<file path="src/rtl/sar_result_reader.sv">
// Periodic SAR conversion reader: cnvst/eoc handshake feeding a show-ahead FIFO with a valid/ready output.
// Optional WAIT-state timeout is compiled in when SAR_RD_TIMEOUT_EN is defined.
module sar_result_reader #(
  parameter int DATA_W     = 8,
  parameter int FIFO_DEPTH = 4,
  parameter int PERIOD     = 32,
  parameter int TIMEOUT    = 40
) (
  input  logic                        clk,
  input  logic                        rst,
  input  logic                        en,
  output logic                        cnvst,
  input  logic                        eoc,
  input  logic [DATA_W-1:0]           sar,
  output logic [DATA_W-1:0]           m_data,
  output logic                        m_valid,
  input  logic                        m_ready,
  output logic [$clog2(FIFO_DEPTH):0] fifo_count,
  output logic                        overflow,
  output logic                        timeout_err
);
  localparam int AW = $clog2(FIFO_DEPTH);
  localparam int CW = AW + 1;
  localparam int PW = $clog2(PERIOD);
  localparam logic [PW-1:0] PER_LOAD = PW'(PERIOD - 1);
  localparam logic [PW-1:0] PER_ONE  = PW'(1);
  localparam logic [CW-1:0] CNT_FULL = CW'(FIFO_DEPTH);
  localparam logic [CW-1:0] CNT_ONE  = CW'(1);
  localparam logic [AW-1:0] PTR_ONE  = AW'(1);

  typedef enum logic [1:0] {IDLE, START, WAIT} state_t;

  state_t            state_q, state_d;
  logic [PW-1:0]     per_q, per_d;
  logic [AW-1:0]     wr_ptr_q, rd_ptr_q;
  logic [CW-1:0]     cnt_q, cnt_d;
  logic              ovf_q, ovf_d;
  logic [DATA_W-1:0] mem_q [FIFO_DEPTH];
  logic              wr_req, rd, full, wr_ok;

`ifdef SAR_RD_TIMEOUT_EN
  localparam int TW = $clog2(TIMEOUT + 1);
  localparam logic [TW-1:0] WCNT_LAST = TW'(TIMEOUT - 1);
  logic [TW-1:0] wcnt_q;
  logic          tmo_q, tmo_hit;
`endif

  // Sequencer: the period counter reaches zero on the edge that enters START,
  // so an IDLE cycle with the counter at one or zero keeps pulses PERIOD apart.
  always_comb begin
    state_d = state_q;
    per_d   = (per_q != '0) ? per_q - PER_ONE : per_q;
    cnvst   = 1'b0;
    wr_req  = 1'b0;
`ifdef SAR_RD_TIMEOUT_EN
    tmo_hit = 1'b0;
`endif
    case (state_q)
      IDLE: if (en && per_q <= PER_ONE) state_d = START;
      START: begin
        cnvst   = 1'b1;
        per_d   = PER_LOAD;
        state_d = WAIT;
      end
      WAIT: begin
        if (eoc) begin
          wr_req  = 1'b1;
          state_d = IDLE;
        end
`ifdef SAR_RD_TIMEOUT_EN
        else if (wcnt_q == WCNT_LAST) begin
          tmo_hit = 1'b1;
          state_d = IDLE;
        end
`endif
      end
      default: state_d = IDLE;
    endcase
  end

  // FIFO: a write into a full FIFO is kept only when the head leaves the same cycle.
  always_comb begin
    m_valid = (cnt_q != '0);
    rd      = m_valid & m_ready;
    full    = (cnt_q == CNT_FULL);
    wr_ok   = wr_req & (~full | rd);
    ovf_d   = ovf_q | (wr_req & full & ~rd);
    case ({wr_ok, rd})
      2'b10:   cnt_d = cnt_q + CNT_ONE;
      2'b01:   cnt_d = cnt_q - CNT_ONE;
      default: cnt_d = cnt_q;
    endcase
  end

  always_ff @(posedge clk) begin
    if (rst) begin
      state_q  <= IDLE;
      per_q    <= '0;
      wr_ptr_q <= '0;
      rd_ptr_q <= '0;
      cnt_q    <= '0;
      ovf_q    <= 1'b0;
    end else begin
      state_q <= state_d;
      per_q   <= per_d;
      cnt_q   <= cnt_d;
      ovf_q   <= ovf_d;
      if (wr_ok) wr_ptr_q <= wr_ptr_q + PTR_ONE;
      if (rd)    rd_ptr_q <= rd_ptr_q + PTR_ONE;
    end
  end

  always_ff @(posedge clk) begin
    if (wr_ok) mem_q[wr_ptr_q] <= sar;
  end

`ifdef SAR_RD_TIMEOUT_EN
  always_ff @(posedge clk) begin
    if (rst) begin
      wcnt_q <= '0;
      tmo_q  <= 1'b0;
    end else begin
      wcnt_q <= (state_q == WAIT) ? wcnt_q + TW'(1) : '0;
      if (tmo_hit) tmo_q <= 1'b1;
    end
  end
  assign timeout_err = tmo_q;
`else
  assign timeout_err = 1'b0;
`endif

  assign m_data     = m_valid ? mem_q[rd_ptr_q] : '0;
  assign fifo_count = cnt_q;
  assign overflow   = ovf_q;
endmodule

</file>
<file path="config.mk">
export PLATFORM = sky130hd
export DESIGN_NAME = sar_result_reader
export DESIGN_NICKNAME = d
export VERILOG_FILES = /design/src/rtl/sar_result_reader.sv
export SDC_FILE = /design/constraint.sdc
export NUM_CORES = 1
export LEC_CHECK = 0
export CAP_MARGIN = 5
export CELL_PAD_IN_SITES_DETAIL_PLACEMENT = 1
export CELL_PAD_IN_SITES_GLOBAL_PLACEMENT = 2
export CORE_MARGIN = 2
export CORE_UTILIZATION = 34
export DETAILED_ROUTE_END_ITERATION = 7
export GPL_ROUTABILITY_DRIVEN = 1
export MAX_ROUTING_LAYER = met4
export PLACE_DENSITY = 0.72
export SKIP_LAST_GASP = 1
export SYNTH_ARGS = -nofsm -noshare
export SYNTH_HDL_FRONTEND = slang
export SYNTH_SLANG_ARGS = --single-unit
export TNS_END_PERCENT = 5
</file>
<file path="constraint.sdc">
create_clock -name clk -period 1.72 [get_ports clk]
set_input_delay 0.172 -clock clk [delete_from_list [all_inputs] [get_ports clk]]
set_output_delay 0.172 -clock clk [all_outputs]
set_load 0.005 [all_outputs]
</file>
# == Word-level counts from Yosys, hierarchy flattened ==
# Memory sizes are Yosys's and may differ from the RTL's. A register that Yosys moved wholly into a read port is not among the register bits.
# Index checks and enable logic that the tools add are counted.
# word_totals
register_bits,15
ramBits,32
inputBits,13
memories,1
# op_classes
addsub,5
n_lt_le_gt_ge,1
eq_ne,7
mux,14
n_bitwise,8
reduce_logical,7
# memory_table
memory,depth,word_bits,rd,rd_ports_with_merged_regs,wr,line,source
mem_q,4,8,1,1,1,38,logic [DATA_W-1:0] mem_q [FIFO_DEPTH];
# ops
cell,n
5-bit two-way mux,2
2-bit two-way mux,4
8-bit two-way mux,1
2-bit case mux with 3 select lines,1
3-bit case mux with 2 select lines,1
5-bit by 1-bit <= comparator with 1-bit output (second input constant),1
1-bit two-way mux,5
5-bit nonzero test,1
5-bit by 1-bit subtractor with 5-bit output (second input constant),1
2-bit by 1-bit adder with 2-bit output (second input constant),2
1-bit bitwise AND,4
2-bit by 1-bit equality test with 1-bit output (second input constant),2
2-bit equality test (second input constant),2
2-bit inequality test (second input constant),2
2-bit nonzero test,2
3-bit by 1-bit adder with 3-bit output (second input constant),1
3-bit equality test (second input constant),1
3-bit nonzero test,1
3-bit by 1-bit subtractor with 3-bit output (second input constant),1
2-bit logical NOT,1
1-bit NOT,2
1-bit bitwise OR,2
2-bit AND reduction,1
1-bit logical AND,1

# == Longest topological paths before layout ==
# logic_depth
ltp_word,6
mapped_depth,6

# == Least setup slack after synthesis ==
# No wires, ideal clock.
# synth_path
path_kind,reg-to-reg
from,"reg cnt_q[0], in the netlist fifo_count[0]"
to,"reg cnt_q[2], in the netlist fifo_count[2]"
t_arrival_ns,1.770
slack_ns,-0.171
path_stages_with_launch,6
path_buffers,0
synth_period_minus_slack_ns,1.891
path_cell_list,dfxtp_1 > o31a_2 > nand2_1 > fa_1 > o41a_1 > mux2_4
# synth_between
elab_chain_len,6
elab_cells_between_ends,12
classes_between,2 x add/sub; 3 x eq/ne; 1 x mux; 4 x bitwise; 2 x reduce/logical
# synth_rtl
element,line,source
from (decl),36,"logic [CW-1:0] cnt_q, cnt_d;"
from (signal assigned),106,cnt_q <= cnt_d;
3-bit nonzero test / 3-bit equality test (equally long branches),"83, 85",
1-bit bitwise AND / 1-bit NOT (equally long branches),"84, 86",
1-bit bitwise OR,86,wr_ok = wr_req & (~full | rd);
1-bit bitwise AND,86,
2-bit by 1-bit equality test with 1-bit output / 2-bit equality test (equally long branches),88,"case ({wr_ok, rd})"
3-bit case mux with 2 select lines / 2-bit nonzero test (equally long branches),--,
# Several ways; a longest one is shown, not always the timed one.
# A chain may end at the register's enable or synchronous reset.

==> results.py <==
metrics = {
    "status": {
        "outcome": "finished with violations",
        "violations": "negative setup slack",
    },
    "floorplanning": {
        "die-area_um2": 6770,
        "io-pin-count": 28,
        "start_util_pct": 35.2,
        "core_area_um2": 5920,
        "die_w_um": 82.3,
        "die_y_um": 82.3,
        "rows": 28,
    },
    "setup_path": {
        "worstPathRequired_ps": 1550,
        "slowest_stage": "mux4_2",
        "critPathCaptureType": "primary output",
        "cpPeakStageDelay_ps": 480,
        "reg2reg_slack_ps": -80,
        "crit_chain": "buf_12 > buf_6 > mux4_2 > and2b_1 > buf_2",
        "cp.arrival_ps": 1650,
        "crit_fanout": 6,
        "start_kind": "flip-flop",
        "critical_path_class": "reg -> out",
    },
    "run": {
        "cap_violations": 0,
    },
    "global_route": {
        "grt.overflow.total": 0,
        "track_usage_pct": 14.4,
        "grt_pass1_wl_um": 6850,
        "grt_max_degree": 18,
        "first_global_vias": 1403,
        "antenna_found_initial": 0,
    },
    "synthesis": {
        "synth_top_area_cell": "edfxtp_1",
        "syn_inst": 147,
        "synthTopCellsByCount": "edfxtp_1, dfxtp_1, nor2_1",
        "synth_area_um2": 2080,
        "synth-edff-count": 32,
        "synth.area.top_cells": "edfxtp_1, dfxtp_1, mux4_2",
        "syn_nets": 167,
        "yosys_warnings": 0,
        "yosysSeqAreaShare_pct": 62.5,
        "yosys.area.top_type_share_pct": 46.1,
        "ys_seq_elements": 49,
        "synth_cell_type_count": 34,
        "ys.flop_type": "edfxtp_1",
        "async_flop_share_pct": 0,
        "synth.most_common_cell": "edfxtp_1",
        "syn_avg_cell_area_um2": 14.2,
    },
    "clocking": {
        "cts_hold_buf": 0,
        "clk_latency_ps": 300,
        "clock-sinks": 49,
        "htree_levels": 2,
        "max-clock-path-buffers": 2,
        "cts_made_buffers": 5,
        "cts.clk_slew.worst_paths_ps": 90,
        "tritoncts": "yes",
        "root_buffer": "clkbuf_8",
    },
    "layout": {
        "final_nets": 219,
        "area_delta_synth_final_pct": 31.1,
        "antenna_cells": 0,
        "stdcell_area_um2": 2730,
        "layoutNonFillerInstCount": 275,
        "layout-drive-gt1-share_pct": 33.5,
        "final_util_pct": 46.1,
        "nFillCells": 623,
    },
    "detailed_routing": {
        "first_pass_iters": 3,
        "via_per_inst": 4.70,
        "via_count": 1293,
        "routedWlPerCell_um": 15.4,
        "wl_um": 4230,
        "drt_iter0_markers": 45,
        "ant_nets": 0,
        "drcViolationCount": 0,
    },
    "hold_path": {
        "hp-class": "reg -> reg",
    },
    "power_and_ir_drop": {
        "vdd_drop_max_mv": 0.571,
        "powerDensity_nw_per_um2": 1450,
        "leakage_uw": 0.00104,
    },
    "place": {
        "place_inst": 259,
        "portBuffers": 26,
        "place_hpwl_um": 3120,
        "postPlaceCellArea_um2": 2570,
        "place_congestion": 0.729,
    },
    "timing": {
        "slew_violations": 0,
        "setup_violations": 11,
        "fin_crit_ps": 1820,
        "fin_ws_ps": -101,
        "max_freq_ghz": 0.549,
        "finalCritPeriodShare_pct": 106,
        "finalClockSkew_ps": 5.52,
        "hold_viol": 0,
        "rsz0062_at_grt": "true",
    },
}
-- per-layer routing --
metal | up-vias | global-route usage (%) | routed length, um
met4 | 0 | 5.00 | 51
met5 | - | - | 0
met3 | 5 | 3.59 | 140
met2 | 19 | 23.6 | 2290
met1 | 641 | 17.2 | 1740
li1 | 628 | - | -
-- worst max-delay path: cells and delay by family, from the launching register on --
family	cells	cell delay, ps
simple gates	1	180
mux	1	480
buf+inv	3	340
flops	1	350
-- per-stage QoR --
stage	power (uW)	worst slack [ps]	TNS, ps	hold WS, ps
after floorplan	2370	-29.0	-29.0	271
after global placement	3040	-332	-8210	458
after detailed placement	3130	-381	-9740	471
after CTS	4020	-109	-1080	483
after global routing	4260	-183	-6180	505
final	3960	-101	-897	479
-- final timing paths --
check	start	endpoint	depth (start not counted)
setup / recovery	flip-flop	m_data[2]	5
hold / removal	per_q[4]$_SDFFE_PP0P_	per_q[4]$_SDFFE_PP0P_	2
setup reg to reg	state_q[0]$_SDFFE_PP0P_	fifo_count[2]$_SDFFE_PP0P_	5
hold reg to reg	per_q[4]$_SDFFE_PP0P_	per_q[4]$_SDFFE_PP0P_	2
-- cell families (layout without fill, tap and decap cells) --
group | count (synthesis) | in the layout | share of synthesized area [%]
flip-flops | 49 | 49 | 62.5
AND/OR/NAND/NOR | 46 | 46 | 12.3
buffers and inverters | 15 | 68 | 3.12
multiplexers | 13 | 13 | 11.5
AO/OA/AOI/OAI | 12 | 12 | 4.20
adder cells (fa/ha/maj) | 7 | 7 | 4.56
XOR/XNOR | 4 | 4 | 1.68
other | 1 | 1 | 0.180
-- registers in the layout (all words and copies together), names as in the netlist, named ones only --
signal,cells
mem_q,32
rd_ptr_q,2
overflow,1
fifo_count,3
per_q,5
wr_ptr_q,2
state_q,2
-- cells in the final DEF, fill, tap and decap left out, types with 7 or more instances in the layout --
cell / count
and2b_1: 7
buf_2: 8
buf_4: 18
clkdlybuf4s50_1: 18
dfxtp_1: 12
edfxtp_1: 32
inv_1: 10
mux4_2: 8
nor2_1: 14
-- what timing repair did --
action,4_1_cts,5_1_grt
endpoints found under the setup margin,11,47
resized for setup,40,0
buffers inserted,8,0
-- cell type report --
cell class                 count  area [um^2]  share of cell area (%)
timing repair buffer          50          449                    16.4
sequential                    49         1310                    48.0
clock buffer                   5         68.8                    2.52
tap                           75         93.8                    3.44
inverter                      10         37.5                    1.37
multi-input combinational     83          746                    27.3
clock inverter                 3         26.3                   0.962
-- power by group --
| part | total (uW) | internal, uW | switching [uW] |
|---|---|---|---|
| sequential | 1510 | 1400 | 115 |
| clock | 694 | 296 | 398 |
| combinational | 1760 | 1060 | 693 |
| total | 3960 | 2760 | 1210 |
Note: power is estimated with default switching activity, not from simulation.
